<file path="src/rtl/fadc_spi_responder_if.sv">
// fadc_spi_responder_if: SPI pins plus the local register read and write-observe port
interface fadc_spi_responder_if #(parameter int ADDR_WIDTH = 5);
  logic sclk;
  logic sdi;
  logic csn;
  logic sdo;
  logic sdo_oe;
  logic [ADDR_WIDTH-1:0] reg_addr;
  logic [7:0] reg_data;
  logic wr_strobe;
  logic [ADDR_WIDTH-1:0] wr_addr;
  logic [7:0] wr_data;
  logic busy;
  modport slave (
    input sclk, sdi, csn, reg_addr,
    output sdo, sdo_oe, reg_data, wr_strobe, wr_addr, wr_data, busy
  );
  modport master (
    output sclk, sdi, csn, reg_addr,
    input sdo, sdo_oe, reg_data, wr_strobe, wr_addr, wr_data, busy
  );
endinterface

</file>
<file path="src/rtl/fadc_spi_responder.sv">
// fadc_spi_responder: oversampled SPI slave emulating the FADC configuration register file
module fadc_spi_responder #(
  parameter int ADDR_WIDTH = 5,
  parameter int SYNC_STAGES = 2
) (
  input logic clk,
  input logic rst_n,
  fadc_spi_responder_if.slave bus
);
  typedef enum logic [2:0] {IDLE, INSTR, WDATA, RDATA, DONE} state_t;
  state_t state;
  logic [SYNC_STAGES-1:0] sclk_q, sdi_q, csn_q, fill;
  logic sclk_d, armed, stream, oor;
  logic [14:0] sr;
  logic [3:0] bit_cnt;
  logic [1:0] cnt;
  logic [ADDR_WIDTH-1:0] addr;
  logic [7:0] rd_sr;
  logic [7:0] mem [2**ADDR_WIDTH];
  logic sclk_s, sdi_s, csn_s, rise, fall;
  logic [15:0] instr;
  logic [7:0] rbyte, rd_next;
  assign sclk_s = sclk_q[SYNC_STAGES-1];
  assign sdi_s = sdi_q[SYNC_STAGES-1];
  assign csn_s = csn_q[SYNC_STAGES-1];
  assign rise = sclk_s & ~sclk_d;
  assign fall = ~sclk_s & sclk_d;
  assign instr = {sr, sdi_s};
  assign rbyte = oor ? 8'h00 : mem[addr];
  assign rd_next = bit_cnt == 4'd0 ? rbyte : rd_sr;
  assign bus.reg_data = mem[bus.reg_addr];
  assign bus.busy = state != IDLE;
  // fill marks when the CSN synchroniser output reflects the pin rather than its reset value
  always_ff @(posedge clk) begin
    if (!rst_n) begin
      sclk_q <= '0;
      sdi_q <= '0;
      csn_q <= '1;
      fill <= '0;
      sclk_d <= 1'b0;
      armed <= 1'b0;
      state <= IDLE;
      sr <= '0;
      bit_cnt <= '0;
      cnt <= '0;
      stream <= 1'b0;
      oor <= 1'b0;
      addr <= '0;
      rd_sr <= '0;
      bus.sdo <= 1'b0;
      bus.sdo_oe <= 1'b0;
      bus.wr_strobe <= 1'b0;
      bus.wr_addr <= '0;
      bus.wr_data <= '0;
      for (int i = 0; i < 2**ADDR_WIDTH; i++) mem[i] <= '0;
    end else begin
      sclk_q <= {sclk_q[SYNC_STAGES-2:0], bus.sclk};
      sdi_q <= {sdi_q[SYNC_STAGES-2:0], bus.sdi};
      csn_q <= {csn_q[SYNC_STAGES-2:0], bus.csn};
      fill <= {fill[SYNC_STAGES-2:0], 1'b1};
      sclk_d <= sclk_s;
      armed <= armed | (fill[SYNC_STAGES-1] & csn_s);
      bus.wr_strobe <= 1'b0;
      if (state != IDLE && csn_s) begin
        state <= IDLE;
        bus.sdo <= 1'b0;
        bus.sdo_oe <= 1'b0;
      end else begin
        case (state)
          IDLE: if (armed && !csn_s) begin
            state <= INSTR;
            bit_cnt <= '0;
          end
          INSTR: if (rise) begin
            sr <= instr[14:0];
            bit_cnt <= bit_cnt + 4'd1;
            if (bit_cnt == 4'd15) begin
              state <= instr[15] ? RDATA : WDATA;
              bus.sdo_oe <= instr[15];
              cnt <= instr[14:13];
              stream <= &instr[14:13];
              addr <= instr[ADDR_WIDTH-1:0];
              oor <= |(instr[12:0] >> ADDR_WIDTH);
            end
          end
          WDATA: if (rise) begin
            sr <= instr[14:0];
            bit_cnt <= bit_cnt + 4'd1;
            if (bit_cnt == 4'd7) begin
              bit_cnt <= '0;
              addr <= addr + 1'b1;
              cnt <= cnt - 2'd1;
              if (!oor) begin
                mem[addr] <= instr[7:0];
                bus.wr_strobe <= 1'b1;
                bus.wr_addr <= addr;
                bus.wr_data <= instr[7:0];
              end
              if (!stream && cnt == 2'd0) state <= DONE;
            end
          end
          RDATA: if (fall) begin
            bus.sdo <= rd_next[7];
            rd_sr <= {rd_next[6:0], 1'b0};
          end else if (rise) begin
            bit_cnt <= bit_cnt == 4'd7 ? 4'd0 : bit_cnt + 4'd1;
            if (bit_cnt == 4'd7) begin
              addr <= addr + 1'b1;
              cnt <= cnt - 2'd1;
              if (!stream && cnt == 2'd0) begin
                state <= DONE;
                bus.sdo <= 1'b0;
                bus.sdo_oe <= 1'b0;
              end
            end
          end
          default: ;
        endcase
      end
    end
  end
endmodule

</file>
<file path="src/flat_wrapper.sv">
// flat-port wrapper written by rule: the top's interface ports become plain ports
module fadc_spi_responder_flat 
#(
  parameter int ADDR_WIDTH = 5,
  parameter int SYNC_STAGES = 2
)
  (clk, rst_n, bus_sclk, bus_sdi, bus_csn, bus_reg_addr, bus_sdo, bus_sdo_oe, bus_reg_data, bus_wr_strobe, bus_wr_addr, bus_wr_data, bus_busy);
  fadc_spi_responder_if #(.ADDR_WIDTH(ADDR_WIDTH)) bus_i ();
  input logic clk;
  input logic rst_n;
  input wire logic [$bits(bus_i.sclk)-1:0] bus_sclk;
  input wire logic [$bits(bus_i.sdi)-1:0] bus_sdi;
  input wire logic [$bits(bus_i.csn)-1:0] bus_csn;
  input wire logic [$bits(bus_i.reg_addr)-1:0] bus_reg_addr;
  output wire logic [$bits(bus_i.sdo)-1:0] bus_sdo;
  output wire logic [$bits(bus_i.sdo_oe)-1:0] bus_sdo_oe;
  output wire logic [$bits(bus_i.reg_data)-1:0] bus_reg_data;
  output wire logic [$bits(bus_i.wr_strobe)-1:0] bus_wr_strobe;
  output wire logic [$bits(bus_i.wr_addr)-1:0] bus_wr_addr;
  output wire logic [$bits(bus_i.wr_data)-1:0] bus_wr_data;
  output wire logic [$bits(bus_i.busy)-1:0] bus_busy;
  assign bus_i.sclk = bus_sclk;
  assign bus_i.sdi = bus_sdi;
  assign bus_i.csn = bus_csn;
  assign bus_i.reg_addr = bus_reg_addr;
  assign bus_sdo = bus_i.sdo;
  assign bus_sdo_oe = bus_i.sdo_oe;
  assign bus_reg_data = bus_i.reg_data;
  assign bus_wr_strobe = bus_i.wr_strobe;
  assign bus_wr_addr = bus_i.wr_addr;
  assign bus_wr_data = bus_i.wr_data;
  assign bus_busy = bus_i.busy;
  fadc_spi_responder #(.ADDR_WIDTH(ADDR_WIDTH), .SYNC_STAGES(SYNC_STAGES)) u_core (.clk(clk), .rst_n(rst_n), .bus(bus_i));
endmodule
</file>
<file path="config.mk">
export PLATFORM = sky130hd
export DESIGN_NAME = fadc_spi_responder_flat
export DESIGN_NICKNAME = d
export VERILOG_FILES = /design/src/rtl/fadc_spi_responder_if.sv /design/src/rtl/fadc_spi_responder.sv /design/src/flat_wrapper.sv
export SDC_FILE = /design/constraint.sdc
export NUM_CORES = 1
export LEC_CHECK = 0
export ABC_AREA = 1
export CAP_MARGIN = 20
export CORE_ASPECT_RATIO = 1.2
export CORE_MARGIN = 2
export CORE_UTILIZATION = 35
export CTS_BUF_LIST = sky130_fd_sc_hd__clkbuf_4
export DETAILED_ROUTE_END_ITERATION = 8
export DONT_BUFFER_PORTS = 1
export GPL_TIMING_DRIVEN = 0
export PLACE_DENSITY = 0.59
export RECOVER_POWER = 50
export SLEW_MARGIN = 10
export SYNTH_ARGS = -nofsm -noshare
export SYNTH_HDL_FRONTEND = slang
export SYNTH_SLANG_ARGS = --single-unit
export TNS_END_PERCENT = 10
</file>
<file path="constraint.sdc">
create_clock -name clk -period 2.3 [get_ports clk]
set_input_delay 0.46 -clock clk [delete_from_list [all_inputs] [get_ports clk]]
set_output_delay 0.46 -clock clk [all_outputs]
set_load 0.005 [all_outputs]
</file>
==> summary.md <==
| Metric | Value |
|---|---|
| Clock-pin transition on the worst setup and hold timing paths | 70 ps |
| Reg2Reg Setup Slack | -260 ps |
| CP Class | primary input to output pin |
| Worst path top cell family by delay | buffers and inverters |
| Failing checks | design-rule violations, negative setup slack |
| Share of Yosys cell area claimed by the top area cell type | 0.466 |
| Drt total wl | 78500 µm |
| Detail-routed via count per cell | 5.96 |
| Arrival @ worst endpoint | 2250 ps |
| Chip height | 242 µm |
| Layout net count | 2108 |
| CP Data Required Time | 1840 ps |
| Post-route ant nets | 0 |
| Global Route Usage Sum | 0.318 |
| Register area share after synthesis | 0.549 |
| Starting density of the core | 0.353 |
| Layout cells sized above 1 | 0.182 |
| Cell area after placement | 17300 µm² |
| Most frequent cells in the layout | nor2_1 (493), edfxtp_1 (256), nand2_1 (230) |
| Synth Area per Inst | 8.39 µm² |
| Critical Path, Cell by Cell | buf_2 -> clkbuf_2 -> buf_2 -> nor2_1 -> o22ai_1 -> o21ai_0 -> a21oi_2 |
| TritonCTS buffer count | 86 |
| Achievable Freq | 0.368 GHz |
| CTS H-tree lvls | 3 |
| Tcrit/Tclk final | 1.18 |
| Ys Warns | 0 |
| TritonCTS clock tree | done |
| Most frequent CP cell | buf_2 |
| Gr ovfl total | 0 |
| Hold WC Path Type | primary input to flop |
| Final setup TNS | -50230 ps |
| Share of power burned in registers | 0.393 |
| VDD IR max | 487 µV |
| Worst path max stage delay | 410 ps |
| Internal cell power | 0.0107 W |
| Clock power share | 0.315 |
| Count of unique library cells instantiated by Yosys | 32 |
| Worst setup EP type | output pin |
| RD Place Congestion | 1.06 |
| Psw | 0.00662 W |
| Worst-Margin Slew | 1140 ps |
| Syn-to-layout area delta | 19.8% |
| Core footprint | 46800 µm² |
| Clock buffer depth | 3 |
| Via count | 16600 |
| Clock Skews | 66.8 ps |
| Root Buffer | clkbuf_4 |
| Initial DRT Pass Iterations | 9 |
| Critical path peak fanout | 10 |
| Hold Path Sink | u_core.rd_sr[3]$_SDFFE_PN0P_ |
| Clk Latency, worst-skew pair | 880 ps |
| Largest area contributor in the netlist | edfxtp_1 |
| Final max-slew violation count | 0 |
| Setup-failing EPs final | 313 |
| Status | complete, but fails checks |
| CP Launch Type | primary input |
| Std cell rows | 87 |
| Chip width | 202 µm |
| Crit path time final | 2710 ps |
| DR iter-0 viols | 2506 |
| PD cells | 874 nW/µm² |
| Yosys reg bits | 325 |
| Commonest non-fill, non-tap cell in the layout | nor2_1 |
| CP Buf/Inv Count | 3 |
| Hold slack | 98.0 ps |
| I/O pin total | 35 |
| Switching share of power | 0.383 |
| Post-Syn Area | 16500 µm² |
| Comb power frac | 0.292 |
| Placement Setup Slack | -1110 ps |
| Syn Nets | 1987 |
| Leak Pwr | 7.37 nW |
| Crit Reg-Reg Startpoint | u_core.bit_cnt[1]$_SDFFE_PN0P_ |
| Critical R2R Capture | u_core.mem[27][2]$_SDFFCE_PN0P_ |
| WL/cell | 28.2 µm |
| Number of global-route vias before repair | 16300 |
| Pin count of the biggest net entering global routing | 13 |
| Clock Sinks | 325 |
| Worst hold stages | 3 |
| DRC | 10 |
| Fill count | 4759 |
| Max cap viols | 0 |
| Critical Path Slowest Stage Cell | buf_2 |
| Design area | 19800 µm² |
| Port Buffers | 0 |
| Post-Syn Instances | 1968 |
| Die footprint | 48900 µm² |
| R2R depth | 12 |
| Initial antenna violation count | 2 |
| Hold Startpoint | rst_n |
| Normalized max-slew margin | 0.239 |
| DPL Wire Length | 54600 µm |
| Final Total Pwr | 0.0173 W |
| Synth top area cells | edfxtp_1 (47%), nor2_1 (11%), dfxtp_1 (8.4%), o21ai_0 (7.4%), nand2_1 (6.6%) |
| Final worst setup slack | -415 ps |
| First-pass GRT wire length | 111000 µm |
| Hold Violations, Final | 0 |
| RSZ-0062 raised after global routing | yes |
==> Yosys cell counts (all sizes together) <==
master  instances
a211oi          4
nor2          508
edfxtp        256
or2             2
nor3b           1
o22ai          20
or3             1
clkbuf        138
dfxtp          69
ha              9
a21oi         107
nand3         121
nor4            2
nand4           1
o211ai         10
a221oi          1
buf             6
o221ai         49
nand2         301
inv            63
clkinv         11
nor3           12
o31ai          21
a31oi          10
xor2            1
o21ai         244
==> layout make-up <==
class | instances | area, µm² | share of cell area
tap | 623 | 779 | 0.0394
clock inverter | 33 | 240 | 0.0121
clock buffer | 120 | 901 | 0.0455
inverter | 74 | 279 | 0.0141
multi-input combinational | 1425 | 7430 | 0.375
antenna | 3 | 7.51 | 0.000379
sequential | 325 | 9070 | 0.458
timing repair buffer | 35 | 358 | 0.0181
buffer | 142 | 722 | 0.0365
==> how the worst max path moves through the flow <==
stage,from,end,slack (ps),cells after the start
global placement,u_core.bit_cnt[0]$_SDFFE_PN0P_,u_core.mem[10][6]$_SDFFCE_PN0P_,-1080,11
finish,bus_reg_addr[0],bus_reg_data[4],-410,7
floorplan,u_core.bit_cnt[0]$_SDFFE_PN0P_,u_core.mem[20][0]$_SDFFCE_PN0P_,-10,11
detailed placement,u_core.bit_cnt[0]$_SDFFE_PN0P_,u_core.mem[10][6]$_SDFFCE_PN0P_,-1110,11
global route,u_core.mem[24][0]$_SDFFCE_PN0P_,bus_reg_data[0],-410,8
CTS,u_core.mem[26][4]$_SDFFCE_PN0P_,bus_reg_data[4],-370,6
==> power by group through the flow <==
stage	clock network [W]	logic [W]	registers (W)
floorplan	0	0.00247	0.00680
global placement	0	0.00432	0.00690
detailed placement	0	0.00434	0.00690
CTS	0.00552	0.00462	0.00678
global route	0.00581	0.00522	0.00681
finish	0.00545	0.00505	0.00680
==> flip-flops by register name, indices dropped and copies added (netlist names), 2 cells and up, named ones only <==
signal,count
u_core.mem,256
u_core.addr,5
u_core.sclk_q,2
u_core.fill,2
u_core.state,3
u_core.bus.wr_addr,5
u_core.sr,15
u_core.sdi_q,2
u_core.csn_q,2
u_core.cnt,2
u_core.rd_sr,7
u_core.bit_cnt,4
u_core.bus.wr_data,8
==> per-stage QoR <==
stage          utilization  std cells
6_report             0.423       2780
5_1_grt              0.423       2780
4_1_cts              0.416       2776
3_5_place_dp         0.370       2592
3_3_place_gp         0.369       2591
2_1_floorplan            -       1968
==> tightest hold or removal path, stage by stage <==
cell and delay [ps]:
clkbuf_1 250, o21ai_0 150, a21oi_1 50
==> metal layers <==
| metal | vias up | part of all wire | track usage |
|---|---|---|---|
| met5 | - | 0 | 0 |
| met4 | 0 | 0.079 | 0.226 |
| met3 | 355 | 0.11 | 0.0869 |
| met2 | 1277 | 0.45 | 0.499 |
| met1 | 7818 | 0.36 | 0.377 |
| li1 | 7121 | - | - |
==> timing repair <==
item | CTS | global route
hold endpoints to repair | 19 | 0
setup buffers | 27 | 3
setup endpoints to repair | 546 | 294
pin swaps | 34 | 18
gates resized for setup | 251 | 149
hold buffers | 4 | 0
==> kinds of logic after synthesis <==
| family | share of synthesized area |
|---|---|
| XOR/XNOR | 0.000530 |
| buffers and inverters | 0.0496 |
| adder cells (fa/ha/maj) | 0.00682 |
| flip-flops | 0.549 |
| AND/OR/NAND/NOR | 0.234 |
| AO/OA/AOI/OAI | 0.160 |
Power figures use the tool's default switching activity.
